**src/rtl/sort_pkg.sv**
```systemverilog
// Shared constants for the sorting engine and its result FIFO.
package sort_pkg;

  localparam int SORT_DATA_W    = 32;
  localparam int SORT_FRAME_LEN = 10;
  localparam int SORT_FIFO_DEPTH = 16;

  // Occupancy needs one extra bit so that a completely full FIFO is representable.
  function automatic int sort_cnt_w(input int depth);
    return $clog2(depth) + 1;
  endfunction

  localparam int SORT_FIFO_CNT_W = sort_cnt_w(SORT_FIFO_DEPTH);

endpackage

```
**src/rtl/sort_fifo_mem.sv**
```systemverilog
// Simple dual-port register array: synchronous write, asynchronous read.
module sort_fifo_mem
  import sort_pkg::*;
#(
  parameter int DATA_W = SORT_DATA_W,
  parameter int DEPTH  = SORT_FIFO_DEPTH,
  parameter int AW     = $clog2(DEPTH)
) (
  input  logic              clk,
  input  logic              we,
  input  logic [AW-1:0]     waddr,
  input  logic [DATA_W-1:0] wdata,
  input  logic [AW-1:0]     raddr,
  output logic [DATA_W-1:0] rdata
);

  logic [DATA_W-1:0] mem [DEPTH];

  // Contents are deliberately left unreset; only the pointers define validity.
  always_ff @(posedge clk) begin
    if (we) begin
      mem[waddr] <= wdata;
    end
  end

  assign rdata = mem[raddr];

endmodule

```
**src/rtl/sort_result_fifo.sv**
```systemverilog
// Result FIFO between the sorter and the AXI-stream read path, with frame-based sm_tlast.
// Define SORT_FIFO_OVF_EN to build the sticky overflow flag; otherwise ovf is tied low.
module sort_result_fifo
  import sort_pkg::*;
#(
  parameter int DATA_W    = SORT_DATA_W,
  parameter int DEPTH     = SORT_FIFO_DEPTH,
  parameter int FRAME_LEN = SORT_FRAME_LEN
) (
  input  logic                     clk,
  input  logic                     rst_n,
  input  logic                     clr,
  input  logic                     w_en,
  input  logic [DATA_W-1:0]        w_data,
  output logic                     sm_tvalid,
  output logic [DATA_W-1:0]        sm_tdata,
  output logic                     sm_tlast,
  input  logic                     sm_tready,
  output logic                     full,
  output logic                     empty,
  output logic [$clog2(DEPTH):0]   count,
  output logic                     ovf
);

  localparam int AW     = $clog2(DEPTH);
  localparam int CNT_W  = AW + 1;
  localparam int FCNT_W = (FRAME_LEN > 1) ? $clog2(FRAME_LEN) : 1;

  localparam logic [CNT_W-1:0]  CNT_FULL  = CNT_W'(DEPTH);
  localparam logic [FCNT_W-1:0] FCNT_LAST = FCNT_W'(FRAME_LEN - 1);

  logic [AW-1:0]     wr_ptr;
  logic [AW-1:0]     rd_ptr;
  logic [FCNT_W-1:0] fcnt;
  logic [CNT_W-1:0]  count_next;
  logic              pop;
  logic              push;

  assign pop  = sm_tvalid && sm_tready;
  // A flush wins over everything in the same cycle, so its write is discarded.
  assign push = w_en && (!full || pop) && !clr;

  sort_fifo_mem #(
    .DATA_W (DATA_W),
    .DEPTH  (DEPTH),
    .AW     (AW)
  ) u_mem (
    .clk   (clk),
    .we    (push),
    .waddr (wr_ptr),
    .wdata (w_data),
    .raddr (rd_ptr),
    .rdata (sm_tdata)
  );

  assign sm_tvalid = !empty;
  assign sm_tlast  = sm_tvalid && (fcnt == FCNT_LAST);

  always_comb begin
    count_next = count;
    if (clr) begin
      count_next = '0;
    end else if (push && !pop) begin
      count_next = count + 1'b1;
    end else if (pop && !push) begin
      count_next = count - 1'b1;
    end
  end

  // full/empty are registered from the next occupancy so they line up with count.
  always_ff @(posedge clk or negedge rst_n) begin
    if (!rst_n) begin
      wr_ptr <= '0;
      rd_ptr <= '0;
      fcnt   <= '0;
      count  <= '0;
      full   <= 1'b0;
      empty  <= 1'b1;
    end else begin
      count <= count_next;
      full  <= (count_next == CNT_FULL);
      empty <= (count_next == '0);
      if (clr) begin
        wr_ptr <= '0;
        rd_ptr <= '0;
        fcnt   <= '0;
      end else begin
        if (push) begin
          wr_ptr <= wr_ptr + 1'b1;
        end
        if (pop) begin
          rd_ptr <= rd_ptr + 1'b1;
          fcnt   <= (fcnt == FCNT_LAST) ? '0 : fcnt + 1'b1;
        end
      end
    end
  end

`ifdef SORT_FIFO_OVF_EN
  always_ff @(posedge clk or negedge rst_n) begin
    if (!rst_n) begin
      ovf <= 1'b0;
    end else if (clr) begin
      ovf <= 1'b0;
    end else if (w_en && full && !pop) begin
      ovf <= 1'b1;
    end
  end
`else
  assign ovf = 1'b0;
`endif

endmodule

```
**config.mk**
```make
export PLATFORM = sky130hd
export DESIGN_NAME = sort_result_fifo
export DESIGN_NICKNAME = d
export VERILOG_FILES = /design/src/rtl/sort_pkg.sv /design/src/rtl/sort_fifo_mem.sv /design/src/rtl/sort_result_fifo.sv
export SDC_FILE = /design/constraint.sdc
export NUM_CORES = 1
export LEC_CHECK = 0
export CORE_UTILIZATION = 25
export CTS_BUF_LIST = sky130_fd_sc_hd__clkbuf_2
export DETAILED_ROUTE_END_ITERATION = 10
export PLACE_DENSITY = 0.37
export SYNTH_ARGS = -nofsm -noshare
export SYNTH_HDL_FRONTEND = slang
export SYNTH_SLANG_ARGS = --single-unit
```
**constraint.sdc**
```tcl
create_clock -name clk -period 4.3 [get_ports clk]
set_clock_uncertainty 0.15 [all_clocks]
set_input_delay 0.43 -clock clk [delete_from_list [all_inputs] [get_ports clk]]
set_output_delay 0.43 -clock clk [all_outputs]
set_load 0.1 [all_outputs]
```
# After elaboration in Yosys (flattened, before gate mapping)
# Memory sizes are Yosys's and may differ from the RTL's.
# Cells that the tools add are included.
# Widths: inputs -> output; s select.
# totals
register_bits,19
ram_bits,512
in_bits,37
output_inout_bits,42
word_cells,41
mem_count,1
# memory_table
name,depth,word_bits,rd,rd_clocked_by_memory_dff,write_ports,line_no,rtl
u_mem.mem,16,32,1,0,1,sort_fifo_mem.sv:17,logic [DATA_W-1:0] mem [DEPTH];
# op_classes
addsub,5
n_eq_ne,2
n_mux,12
reduce_logical,15
# ops
cell,count
$mux 4,7
$mux 5,3
$add 4x1->4 const B,3
$logic_and 1x1->1,6
$add 5x1->5 const B,1
$eq 5x5->1 const B,1
$logic_not 1->1,5
$logic_not 5->1,1
$sub 5x1->5 const B,1
$eq 4x4->1 const B,1
$reduce_bool 2->1,2
$mux 1,2
$logic_or 1x1->1,1

# Depth between registers and ports, before layout
# Gate-level depths: netlist of run 1.
# depth
ltp_word,11
ltp_mapped,7
mapped_depth_nobuf,7

# Cells and area by module
# From an unflattened synthesis of run 1, not the netlist that was laid out.
# unflattened
hier_cells,921
area_unflattened_um2,20329.5
# by_module_without_submodules
module,n_inst,cells_each,area_per_inst_um2,seq_area_each_um2
sort_fifo_mem,1,806,19213.4,15374.7
sort_result_fifo,1,115,1116.1,476.7

# Worst setup path before layout of run 1
# No wires, ideal clock.
# synth_timing
path_type,reg2reg
from,register empty
to,"memory u_mem.mem[0][0] (netlist name), enable pin"
setup_ps,461
arrival_time_ps,3544
required_ps,3689
path_slack_ps,145
path_stages_with_launch,6
n_path_buf,1
period_less_slack_ps,4155
path_cell_list,dfstp_2 -> nand2b_1 -> clkbuf_1 -> a21oi_1 -> nand2_1 -> nor3_1
# synth_via
elab_chain_cells,7
# synth_rtl
item,line_no,rtl
from (decl),sort_result_fifo.sv:20,"output logic empty,"
from (signal assigned),sort_result_fifo.sv:82,empty <= (count_next == '0);
$logic_not 1->1,sort_result_fifo.sv:56,assign sm_tvalid = !empty;
$logic_and 1x1->1,sort_result_fifo.sv:39,assign pop = sm_tvalid && sm_tready;
$logic_or 1x1->1,sort_result_fifo.sv:41,assign push = w_en && (!full || pop) && !clr;
$logic_and 1x1->1 (2 in series),sort_result_fifo.sv:41,
$mux 1,sort_fifo_mem.sv:21,if (we) begin
$mux 1 (not written as such),sort_fifo_mem.sv:22,mem[waddr] <= wdata;
to (decl),sort_fifo_mem.sv:17,
# No other way between the ends.

# Worst setup path in the final report of run 1
# layout_timing
from,register rd_ptr[0]
to,output sm_tdata[19]
# layout_via
elab_chain_cells,1
# layout_rtl
item,line_no,rtl
from (decl),sort_result_fifo.sv:33,logic [AW-1:0] rd_ptr;
from (signal assigned),sort_result_fifo.sv:92,rd_ptr <= rd_ptr + 1'b1;
$mem_v2 16x32,n/a,
to (decl),sort_result_fifo.sv:16,"output logic [DATA_W-1:0] sm_tdata,"
# No other way between the ends.

==> results of run 1 <==
worst register-to-register path: cells and delay by family, from the launching register on:
family                 cells  cell delay [ns]
flip-flops                 1             0.40
AND/OR/NAND/NOR            3             0.73
AO/OA/AOI/OAI              1             0.43
buffers and inverters      1             0.45
through the flow:
| stage | std cells | util | TNS, ns | hold slack, ns |
|---|---|---|---|---|
| after floorplan | 847 | - | 0 | -0.0156 |
| after global placement | 1987 | 0.282 | 0 | 0.416 |
| after detailed placement | 1987 | 0.282 | 0 | 0.417 |
| after CTS | 2283 | 0.307 | -0.649 | 0.157 |
| after global routing | 2285 | 0.307 | 0 | 0.231 |
| final | 2285 | 0.307 | 0 | 0.429 |
layout make-up:
| class | count | share of cell area |
|---|---|---|
| Inverter | 6 | 0.000908 |
| Clock inverter | 22 | 0.00797 |
| Timing Repair Buffer | 177 | 0.0771 |
| Tap cell | 1060 | 0.0535 |
| Antenna cell | 1 | 0.000101 |
| Multi-Input combinational cell | 266 | 0.176 |
| Sequential cell | 531 | 0.640 |
| Clock buffer | 222 | 0.0448 |
worst paths after layout:
path	startpoint	to	slack, ns	cells past startpoint
min reg2reg	fcnt[1]$_DFFE_PN0P_	fcnt[1]$_DFFE_PN0P_	0.43	2
max in group asynchronous	rst_n	rd_ptr[2]$_DFFE_PN0P_	2.06	4
max	rd_ptr[0]$_DFFE_PN0P_	sm_tdata[19]	0.31	5
min in group asynchronous	rst_n	empty$_DFF_PN1_	0.51	3
max reg2reg	empty$_DFF_PN1_	u_mem.mem[3][2]$_DFFE_PP_	1.72	5
min	fcnt[1]$_DFFE_PN0P_	fcnt[1]$_DFFE_PN0P_	0.43	2
routing by layer:
metal	global-route usage	vias up	routed length (um)
met5	0	-	41
met4	0.0481	6	996
met3	0.0356	81	2490
met2	0.219	244	26700
met1	0.174	5315	24400
li1	-	4251	-
registers in the layout, summed over array words and instances (netlist names):
signal	flops
empty	1
wr_ptr	4
u_mem.mem	512
fcnt	4
count	5
full	1
rd_ptr	4
cells by family (layout without fill, tap and decap cells):
family,after synthesis,count (layout),share of synthesized area
adders and majority gates,9,9,0.00552
DFF,531,531,0.777
and+or+nand+nor,70,70,0.0161
AOI/OAI and AO/OA,14,14,0.00454
xor gates and xnor gates,7,7,0.00301
muxes,165,165,0.179
buffers and inverters,50,427,0.0139
other,1,2,0.000184
cells in the final DEF (no fill, tap or decap), types with 2 or more instances in the layout:
| cell type | synthesis | layout |
|---|---|---|
| xor2_1 | 4 | 4 |
| clkinv_1 | 0 | 13 |
| nor2b_1 | 5 | 5 |
| xnor2_1 | 3 | 3 |
| edfxtp_1 | 512 | 512 |
| inv_1 | 6 | 6 |
| buf_12 | 0 | 13 |
| nor3_2 | 1 | 5 |
| nor2_1 | 31 | 19 |
| nand4_1 | 2 | 2 |
| inv_2 | 0 | 2 |
| clkdlybuf4s50_1 | 0 | 45 |
| dfrtp_1 | 18 | 14 |
| nand2b_1 | 4 | 4 |
| ha_1 | 9 | 9 |
| nand2_1 | 13 | 13 |
| clkbuf_2 | 0 | 222 |
| a22oi_1 | 3 | 3 |
| buf_6 | 11 | 19 |
| buf_8 | 0 | 3 |
| buf_16 | 0 | 5 |
| buf_4 | 1 | 52 |
| mux2_2 | 4 | 4 |
| nor2_4 | 0 | 12 |
| bufinv_16 | 0 | 4 |
| mux4_2 | 160 | 160 |
| dlygate4sd3_1 | 0 | 39 |
| nor3_1 | 9 | 5 |
| dfrtp_4 | 0 | 3 |
| a21oi_1 | 5 | 5 |
Yosys cell counts (2+ instances only):
master | instances | area share
edfxtp_1 | 512 | 0.75
mux4_2 | 160 | 0.18
nor2_1 | 31 | 0.0057
clkbuf_1 | 18 | 0.0033
dfrtp_1 | 18 | 0.022
nand2_1 | 13 | 0.0024
buf_6 | 11 | 0.0061
ha_1 | 9 | 0.0055
nor3_1 | 9 | 0.0022
buf_1 | 7 | 0.0013
buf_2 | 7 | 0.0017
inv_1 | 6 | 0.0011
a21oi_1 | 5 | 0.0012
nor2b_1 | 5 | 0.0015
mux2_2 | 4 | 0.0022
nand2b_1 | 4 | 0.0012
xor2_1 | 4 | 0.0017
a22oi_1 | 3 | 0.0011
xnor2_1 | 3 | 0.0013
nand4_1 | 2 | 0.00061
what timing repair did:
action                                  in CTS  in global routing
hold endpoints to repair                   550                  0
endpoints found under the setup margin      31                 16
setup buffers                               11                  0
cloned                                       2                  1
hold buffers                                39                  0
gates resized for setup                     17                  9
power by group through the flow:
stage / combinational, W / sequential, W / clock (W)
after floorplan: 0.00174 / 0.00605 / 0
after global placement: 0.00244 / 0.00600 / 0
after detailed placement: 0.00243 / 0.00600 / 0
after CTS: 0.00271 / 0.00581 / 0.00388
after global routing: 0.00282 / 0.00582 / 0.00412
final: 0.00266 / 0.00581 / 0.00366
==> results.sh, run 1 <==
export IMPL_status="finished with violations"
export IMPL_violations="design-rule violations"
export IMPL_report_final_slew_viol_count=0
export IMPL_post_place_ws_ns=1.11
export IMPL_die_h_um=288
export IMPL_io_buffers=77
export IMPL_crit_slowest_cell="mux4_2"
export IMPL_power_frac_clock=0.301
export IMPL_syn_inst=847
export IMPL_cp_num_buf_inv=3
export IMPL_final_area_um2=24800
export IMPL_seqCellArea_um2=15900
export IMPL_cp_top_family="multiplexers"
export IMPL_cts_sinks=531
export IMPL_grt_antenna_before_repair=3
export IMPL_syn_nets=893
export IMPL_ys_flop_type="edfxtp_1"
export IMPL_cts_made_buffers=147
export IMPL_synth_cell_types=36
export IMPL_synth_seq_area_share=0.777
export IMPL_yosysWarnings=0
export IMPL_required_ns=3.72
export IMPL_path_cells="buf_12, buf_16, mux4_2, mux4_2, buf_4"
export IMPL_io_pins=79
export IMPL_syn_area_um2=20400
export IMPL_power_frac_seq=0.479
export IMPL_drc=14
export IMPL_swShare=0.308
export IMPL_worst_slew_pin_slew_ns=0.979
export IMPL_synth_area_per_cell_um2=24.1
export IMPL_drt_total_wl_um=54600
export IMPL_area_growth_pct=21.6
export IMPL_crit_top_cell="mux4_2"
export IMPL_slew_headroom=0.346
export IMPL_fin_crit_sh=0.929
export IMPL_wire_per_inst_um=23.9
export IMPL_synth_seq_cells=531
export IMPL_setup_viol_count_final=0
export IMPL_setup_ws_ns=0.306
export IMPL_critPathCaptureType="output port"
export IMPL_fillers=7913
export IMPL_p_int_w=0.00839
export IMPL_clk_root_buffer_cell="clkbuf_2"
export IMPL_rsz0062_at_grt="false"
export IMPL_critPathKind="reg2out"
export IMPL_grt_pass1_wl_um=77800
export IMPL_num_rows=104
export IMPL_cellLeakagePower_nw=7.91
export IMPL_insertion_delay_ns=1.20
export IMPL_powerDensity_nw_per_um2=489
export IMPL_drtIter0Drc=556
export IMPL_switchingPower_w=0.00374
export IMPL_start_util=0.253
export IMPL_grt_pass1_vias=10882
export IMPL_fin_nets=1175
export IMPL_path_max_fanout=20
export IMPL_cts_tree="yes"
export IMPL_finalCriticalPeriod_ns=3.99
export IMPL_clockBufferDepth=3
export IMPL_grt_max_degree=32
export IMPL_postPlaceCellArea_um2=22800
export IMPL_total_power_w=0.0121
export IMPL_overflow=0
export IMPL_path_clk_slew_ns=0.10
export IMPL_synth_edff_count=512
export IMPL_die_w_um=288
export IMPL_routabilityCongestion=0.676
export IMPL_multi_input_area_um2=4370
export IMPL_dieArea_um2=82700
export IMPL_drive_above_1_share=0.417
export IMPL_hold_viol=0
export IMPL_hold_class="reg2reg"
export IMPL_via_count=9897
export IMPL_first_pass_iters=9
export IMPL_async_flop_share=0.0358
export IMPL_vdd_ir_drop_max_uv=465
export IMPL_dp_hpwl_um=29100
export IMPL_core_area_um2=80700
export IMPL_startpoint_type="register"
export IMPL_cpPeakStageDelay_ns=0.54
export IMPL_p_comb_frac=0.220
export IMPL_grt_usage=0.135
export IMPL_drtAntennaViolNets=0
export IMPL_maxCapViolCount=0
export IMPL_vias_per_cell=4.33
export IMPL_arrival_ns=3.41
export IMPL_clock_fmax_mhz=250
export IMPL_htreeDepth=4
No activity file was read; power rests on OpenSTA's default activity.
==> run 2, diff against run 1 <==
--- a/config.mk
+++ b/config.mk
@@ -5,6 +5,7 @@
 export SDC_FILE = /design/constraint.sdc
 export NUM_CORES = 1
 export LEC_CHECK = 0
+export CORE_ASPECT_RATIO = 0.6
 export CORE_UTILIZATION = 25
 export CTS_BUF_LIST = sky130_fd_sc_hd__clkbuf_2
 export DETAILED_ROUTE_END_ITERATION = 10
==> constraint.sdc (replaced) <==
create_clock -name clk -period 3.8 [get_ports clk]
set_clock_uncertainty 0.15 [all_clocks]
set_input_delay 0.38 -clock clk [delete_from_list [all_inputs] [get_ports clk]]
set_output_delay 0.38 -clock clk [all_outputs]
set_load 0.1 [all_outputs]
==> run 2 against run 1 <==
Against the previous run:
- cell count is 0.18% higher
- clock power is 9.0% higher
- largest power group unchanged
- first-iteration DRC count is 42% higher
- sequential share of layout area is 0.99 points lower
- register-to-register slack worse by 0.59 ns
- setup slack worse by 0.37 ns
- the run ends with negative setup slack left
- worst hold slack worse by 0.19 ns
- clock-buffer cell count is 32 lower
- combinational power is 29% higher
==> results.sh, run 2 (synthesis gave the netlist of run 1 again) <==
export IMPL_status="finished with violations"
export IMPL_violations="negative setup slack"
export IMPL_final_cell_mix="512 x edfxtp_1, 190 x clkbuf_2, 160 x mux4_2, 45 x buf_4, 44 x clkdlybuf4s50_1"
export IMPL_cpPeakStageDelay_ns=0.61
export IMPL_die_h_um=223
export IMPL_hold_viol=0
export IMPL_setup_viol_count_final=26
export IMPL_crit_slowest_cell="mux4_2"
export IMPL_finalCriticalPeriod_ns=3.87
export IMPL_drtIter0Drc=789
export IMPL_clk_root_buffer_cell="clkbuf_2"
export IMPL_grt_max_degree=40
export IMPL_io_buffers=77
export IMPL_grt_pass1_vias=10648
export IMPL_start_util=0.255
export IMPL_grt_pass1_wl_um=76900
export IMPL_setup_worst_path_start="rd_ptr[0]$_DFFE_PN0P_"
export IMPL_vdd_ir_drop_max_uv=245
export IMPL_die_w_um=371
export IMPL_top_regs="u_mem.mem (512), count (5)"
export IMPL_final_common_cell="edfxtp_1"
export IMPL_worstHoldStart="w_data[6]"
export IMPL_io_pins=79
export IMPL_drt_total_wl_um=53400
export IMPL_dp_hpwl_um=28400
export IMPL_wire_per_inst_um=23.3
export IMPL_startpoint_type="register"
export IMPL_rr_worst_depth=5
export IMPL_rsz0062_at_grt="true"
export IMPL_htreeDepth=4
export IMPL_arrival_ns=3.34
export IMPL_drive_above_1_share=0.405
export IMPL_vias_per_cell=4.36
export IMPL_cts_sinks=531
export IMPL_routabilityCongestion=0.688
export IMPL_grt_antenna_before_repair=3
export IMPL_endpoint="sm_tdata[19]"
export IMPL_rr_endpoint="u_mem.mem[2][6]$_DFFE_PP_"
export IMPL_fin_crit_sh=1.02
export IMPL_drtAntennaViolNets=0
export IMPL_clockBufferDepth=3
export IMPL_path_cells="buf_12, buf_4, mux4_2, mux4_2, buf_12"
export IMPL_critPathKind="reg2out"
export IMPL_tns_ns=-0.517
export IMPL_via_count=9984
export IMPL_clock_fmax_mhz=259
export IMPL_grt_usage=0.132
export IMPL_maxCapViolCount=0
export IMPL_powerDensity_nw_per_um2=555
export IMPL_slew_headroom=0.350
export IMPL_overflow=0
export IMPL_fillers=7769
export IMPL_reg2reg_setup_slack_ns=1.13
export IMPL_post_place_ws_ns=0.698
export IMPL_hold_class="in2reg"
export IMPL_insertion_delay_ns=1.17
export IMPL_num_rows=80
export IMPL_first_pass_iters=4
export IMPL_report_final_slew_viol_count=0
export IMPL_dieArea_um2=82700
export IMPL_area_growth_pct=23.6
export IMPL_r2r_start="empty$_DFF_PN1_"
export IMPL_cts_made_buffers=133
export IMPL_path_clk_slew_ns=0.11
export IMPL_critPathCaptureType="output port"
export IMPL_top_register="u_mem.mem"
export IMPL_largest_reg_flops=512
export IMPL_required_ns=3.27
export IMPL_fin_nets=1169
export IMPL_drc=0
export IMPL_worst_slew_pin_slew_ns=0.973
export IMPL_setup_ws_ns=-0.0666
export IMPL_cellLeakagePower_nw=8.00
export IMPL_core_area_um2=80100
export IMPL_path_max_fanout=9
export IMPL_cts_tree="yes"
run 2: worst min path at each step:
stage                                      endpoint  slack [ns]  cells after the start
after floorplan                  count[0]$_DFF_PN0_       -0.07                      0
after global placement          fcnt[1]$_DFFE_PN0P_        0.43                      2
after detailed placement        fcnt[3]$_DFFE_PN0P_        0.43                      2
after CTS                 u_mem.mem[5][6]$_DFFE_PP_        0.03                      1
after global routing      u_mem.mem[7][6]$_DFFE_PP_        0.08                      1
final                     u_mem.mem[5][6]$_DFFE_PP_        0.24                      1
run 2: where the power goes:
group	leakage (nW)	switching [W]	total [W]	internal (W)
clock	0.932	0.00238	0.00399	0.00161
combinational	2.21	0.00192	0.00342	0.00150
sequential	4.86	0.0000571	0.00657	0.00651
total	8.00	0.00435	0.0140	0.00963
run 2: cell type report:
| cell class | instances | area, um^2 | area share |
|---|---|---|---|
| Clock buffer | 190 | 951 | 0.0377 |
| Tap cell | 1066 | 1330 | 0.0529 |
| Multi-Input combinational cell | 266 | 4390 | 0.174 |
| Timing Repair Buffer | 185 | 2360 | 0.0936 |
| Clock inverter | 41 | 263 | 0.0104 |
| Sequential cell | 531 | 15900 | 0.630 |
| Inverter | 6 | 22.5 | 0.000894 |
| Antenna cell | 4 | 10.0 | 0.000397 |
run 2: layer usage:
metal	vias to the layer above	share of wire	track usage
li1	4256	-	-
met4	0	0.016	0.0398
met5	-	0	0
met3	78	0.045	0.0385
met2	242	0.43	0.184
met1	5408	0.51	0.195
run 2: per-stage QoR:
step,area [um^2],instances,hold slack [ns],util,total power [W]
2_1_floorplan,20400,847,-0.0656,-,0.00881
3_3_place_gp,23000,1992,0.430,0.288,0.00974
3_5_place_dp,23000,1992,0.429,0.288,0.00974
4_1_cts,25100,2282,0.0330,0.313,0.0142
5_1_grt,25200,2288,0.0817,0.315,0.0147
6_report,25200,2289,0.239,0.315,0.0140
run 2: worst max-delay path, delay by kind of cell, from the launching register on:
kind | cells | cell delay (ns)
buffers and inverters | 3 | 0.57
DFF | 1 | 0.46
muxes | 2 | 1.13
run 2: what timing repair did:
action	in CTS	in global routing
hold endpoints to repair	534	0
hold buffers	38	0
cloned	6	4
setup buffers	15	0
pin swaps	0	0
gates resized for setup	26	5
endpoints found under the setup margin	32	32
==> run 3, diff against run 2 <==
--- a/config.mk
+++ b/config.mk
@@ -10,6 +10,9 @@
 export CTS_BUF_LIST = sky130_fd_sc_hd__clkbuf_2
 export DETAILED_ROUTE_END_ITERATION = 10
 export PLACE_DENSITY = 0.37
+export SETUP_SLACK_MARGIN = 0.05
+export SKIP_CTS_REPAIR_TIMING = 1
+export SLEW_MARGIN = 5
 export SYNTH_ARGS = -nofsm -noshare
 export SYNTH_HDL_FRONTEND = slang
 export SYNTH_SLANG_ARGS = --single-unit
==> run 3 against run 2 <==
Against the previous run:
- the run still ends with negative setup slack left
- sequential power about the same
- via count down 0.29%
- clock power about the same
- sequential share of layout area down 0.059 points
- sequential cell count unchanged
- first-iteration DRC count down 2.5%
- non-clock buffer count up 7
- die area unchanged
- setup slack worse by 0.0093 ns
- cell area about the same
- critical path type unchanged
==> results.sh, run 3 (synthesis gave the netlist of run 1 again) <==
export IMPL_p_int_w=0.00964
export IMPL_die_w_um=371
export IMPL_grt_antenna_before_repair=4
export IMPL_r2r_start="empty$_DFF_PN1_"
export IMPL_drc=0
export IMPL_switchingPower_w=0.00437
export IMPL_largest_reg_flops=512
export IMPL_rr_endpoint="u_mem.mem[2][6]$_DFFE_PP_"
export IMPL_critPathCaptureType="output port"
export IMPL_grt_usage=0.128
export IMPL_cts_tree="yes"
export IMPL_crit_top_cell="buf_12"
export IMPL_post_place_ws_ns=0.698
export IMPL_vias_per_cell=4.34
export IMPL_htreeDepth=4
export IMPL_final_common_cell="edfxtp_1"
export IMPL_hold_viol=0
export IMPL_postPlaceCellArea_um2=23000
export IMPL_startpoint_type="register"
export IMPL_area_growth_pct=23.7
export IMPL_start_util=0.255
export IMPL_reg2reg_setup_slack_ns=1.11
export IMPL_layoutNonFillerInstCount=2296
export IMPL_first_pass_iters=5
export IMPL_clock_fmax_mhz=258
export IMPL_drive_above_1_share=0.412
export IMPL_finalCriticalPeriod_ns=3.88
export IMPL_maxCapViolCount=0
export IMPL_rr_worst_depth=5
export IMPL_cts_sinks=531
export IMPL_top_regs="u_mem.mem (512), count (5)"
export IMPL_arrival_ns=3.35
export IMPL_report_final_slew_viol_count=0
export IMPL_required_ns=3.27
export IMPL_status="finished with violations"
export IMPL_drt_total_wl_um=53800
export IMPL_p_comb_frac=0.246
export IMPL_worstHoldStart="w_data[15]"
export IMPL_fin_crit_sh=1.02
export IMPL_dieArea_um2=82700
export IMPL_routabilityCongestion=0.688
export IMPL_clockBufferDepth=3
export IMPL_violations="negative setup slack"
export IMPL_grt_max_degree=40
export IMPL_fin_nets=1176
export IMPL_io_buffers=77
export IMPL_cellLeakagePower_nw=8.03
export IMPL_cts_made_buffers=133
export IMPL_drtIter0Drc=769
export IMPL_power_frac_seq=0.470
export IMPL_clk_root_buffer_cell="clkbuf_2"
export IMPL_wire_per_inst_um=23.4
export IMPL_critPathKind="reg2out"
export IMPL_path_clk_slew_ns=0.11
export IMPL_whs_endpoint="u_mem.mem[5][15]$_DFFE_PP_"
export IMPL_final_area_um2=25200
export IMPL_path_cells="buf_12, buf_12, buf_16, mux4_2, mux4_2, buf_12"
export IMPL_overflow=0
export IMPL_insertion_delay_ns=1.18
export IMPL_powerDensity_nw_per_um2=555
export IMPL_dp_cells=1992
export IMPL_die_h_um=223
export IMPL_worst_slew_pin_slew_ns=0.984
export IMPL_num_rows=80
export IMPL_vdd_ir_drop_max_uv=245
export IMPL_dp_hpwl_um=28400
export IMPL_setup_ws_ns=-0.0759
export IMPL_setup_viol_count_final=23
export IMPL_final_cell_mix="512 x edfxtp_1, 190 x clkbuf_2, 160 x mux4_2, 52 x buf_4, 44 x clkdlybuf4s50_1"
export IMPL_path_max_fanout=5
export IMPL_power_frac_clock=0.285
export IMPL_hold_class="in2reg"
export IMPL_via_count=9955
export IMPL_io_pins=79
export IMPL_rsz0062_at_grt="true"
export IMPL_drtAntennaViolNets=0
export IMPL_swShare=0.312
export IMPL_crit_slowest_cell="dfrtp_4"
export IMPL_grt_pass1_vias=10378
export IMPL_min_path_cells=1
export IMPL_grt_pass1_wl_um=75000
export IMPL_top_register="u_mem.mem"
export IMPL_cpPeakStageDelay_ns=0.53
export IMPL_core_area_um2=80100
export IMPL_fin_hold_ws_ns=0.104
export IMPL_slew_headroom=0.342
[run 3: cell count changes in the layout (fill, tap and decap cells not counted), sizes merged]
cell / delta
dlygate4sd3: -4
buf: +7
clkbuf: +4
[run 3: worst max-delay path: cells and delay by family, from the launching register on]
family / cells / cell delay [ns]
mux: 2 / 1.00
flops: 1 / 0.53
buf+inv: 4 / 0.63
[run 3: worst max-delay path by stage]
stage | startpoint | to | slack, ns | cells after the start
after floorplan | empty$_DFF_PN1_ | u_mem.mem[12][0]$_DFFE_PP_ | 0.50 | 5
after global placement | sm_tready | u_mem.mem[6][15]$_DFFE_PP_ | 0.78 | 6
after detailed placement | sm_tready | u_mem.mem[6][17]$_DFFE_PP_ | 0.70 | 6
after CTS | rd_ptr[0]$_DFFE_PN0P_ | sm_tdata[27] | -0.63 | 4
after global routing | rd_ptr[0]$_DFFE_PN0P_ | sm_tdata[29] | -0.29 | 5
final | rd_ptr[0]$_DFFE_PN0P_ | sm_tdata[5] | -0.08 | 6
[run 3: power by group through the flow]
stage          sequential, W  combinational, W  clock (W)
3_3_place_gp         0.00676           0.00298          0
6_report             0.00658           0.00344    0.00399
3_5_place_dp         0.00676           0.00297          0
4_1_cts              0.00663           0.00298    0.00422
5_1_grt              0.00659           0.00362    0.00453
2_1_floorplan        0.00684           0.00197          0
[run 3: layout make-up]
class	instances	area (um^2)
clock buffer	190	951
tap	1066	1330
inverter	6	22.5
sequential	531	15900
multi-input combinational	266	4390
timing repair buffer	192	2380
fill	7775	54900
clock inverter	41	263
antenna	4	10.0
[run 3: through the flow]
stage          setup TNS (ns)  total power [W]  utilization
2_1_floorplan               0          0.00881            -
3_3_place_gp                0          0.00974        0.288
3_5_place_dp                0          0.00974        0.288
4_1_cts                -18.32           0.0138        0.303
5_1_grt                 -8.50           0.0147        0.315
6_report               -0.883           0.0140        0.315
[run 3: routing by layer]
metal	vias up	global-route usage	wire [um]
li1	4275	-	-
met1	5350	0.189	27000
met2	258	0.177	23300
met3	72	0.0400	2680
met4	0	0.0398	863
met5	-	0	0
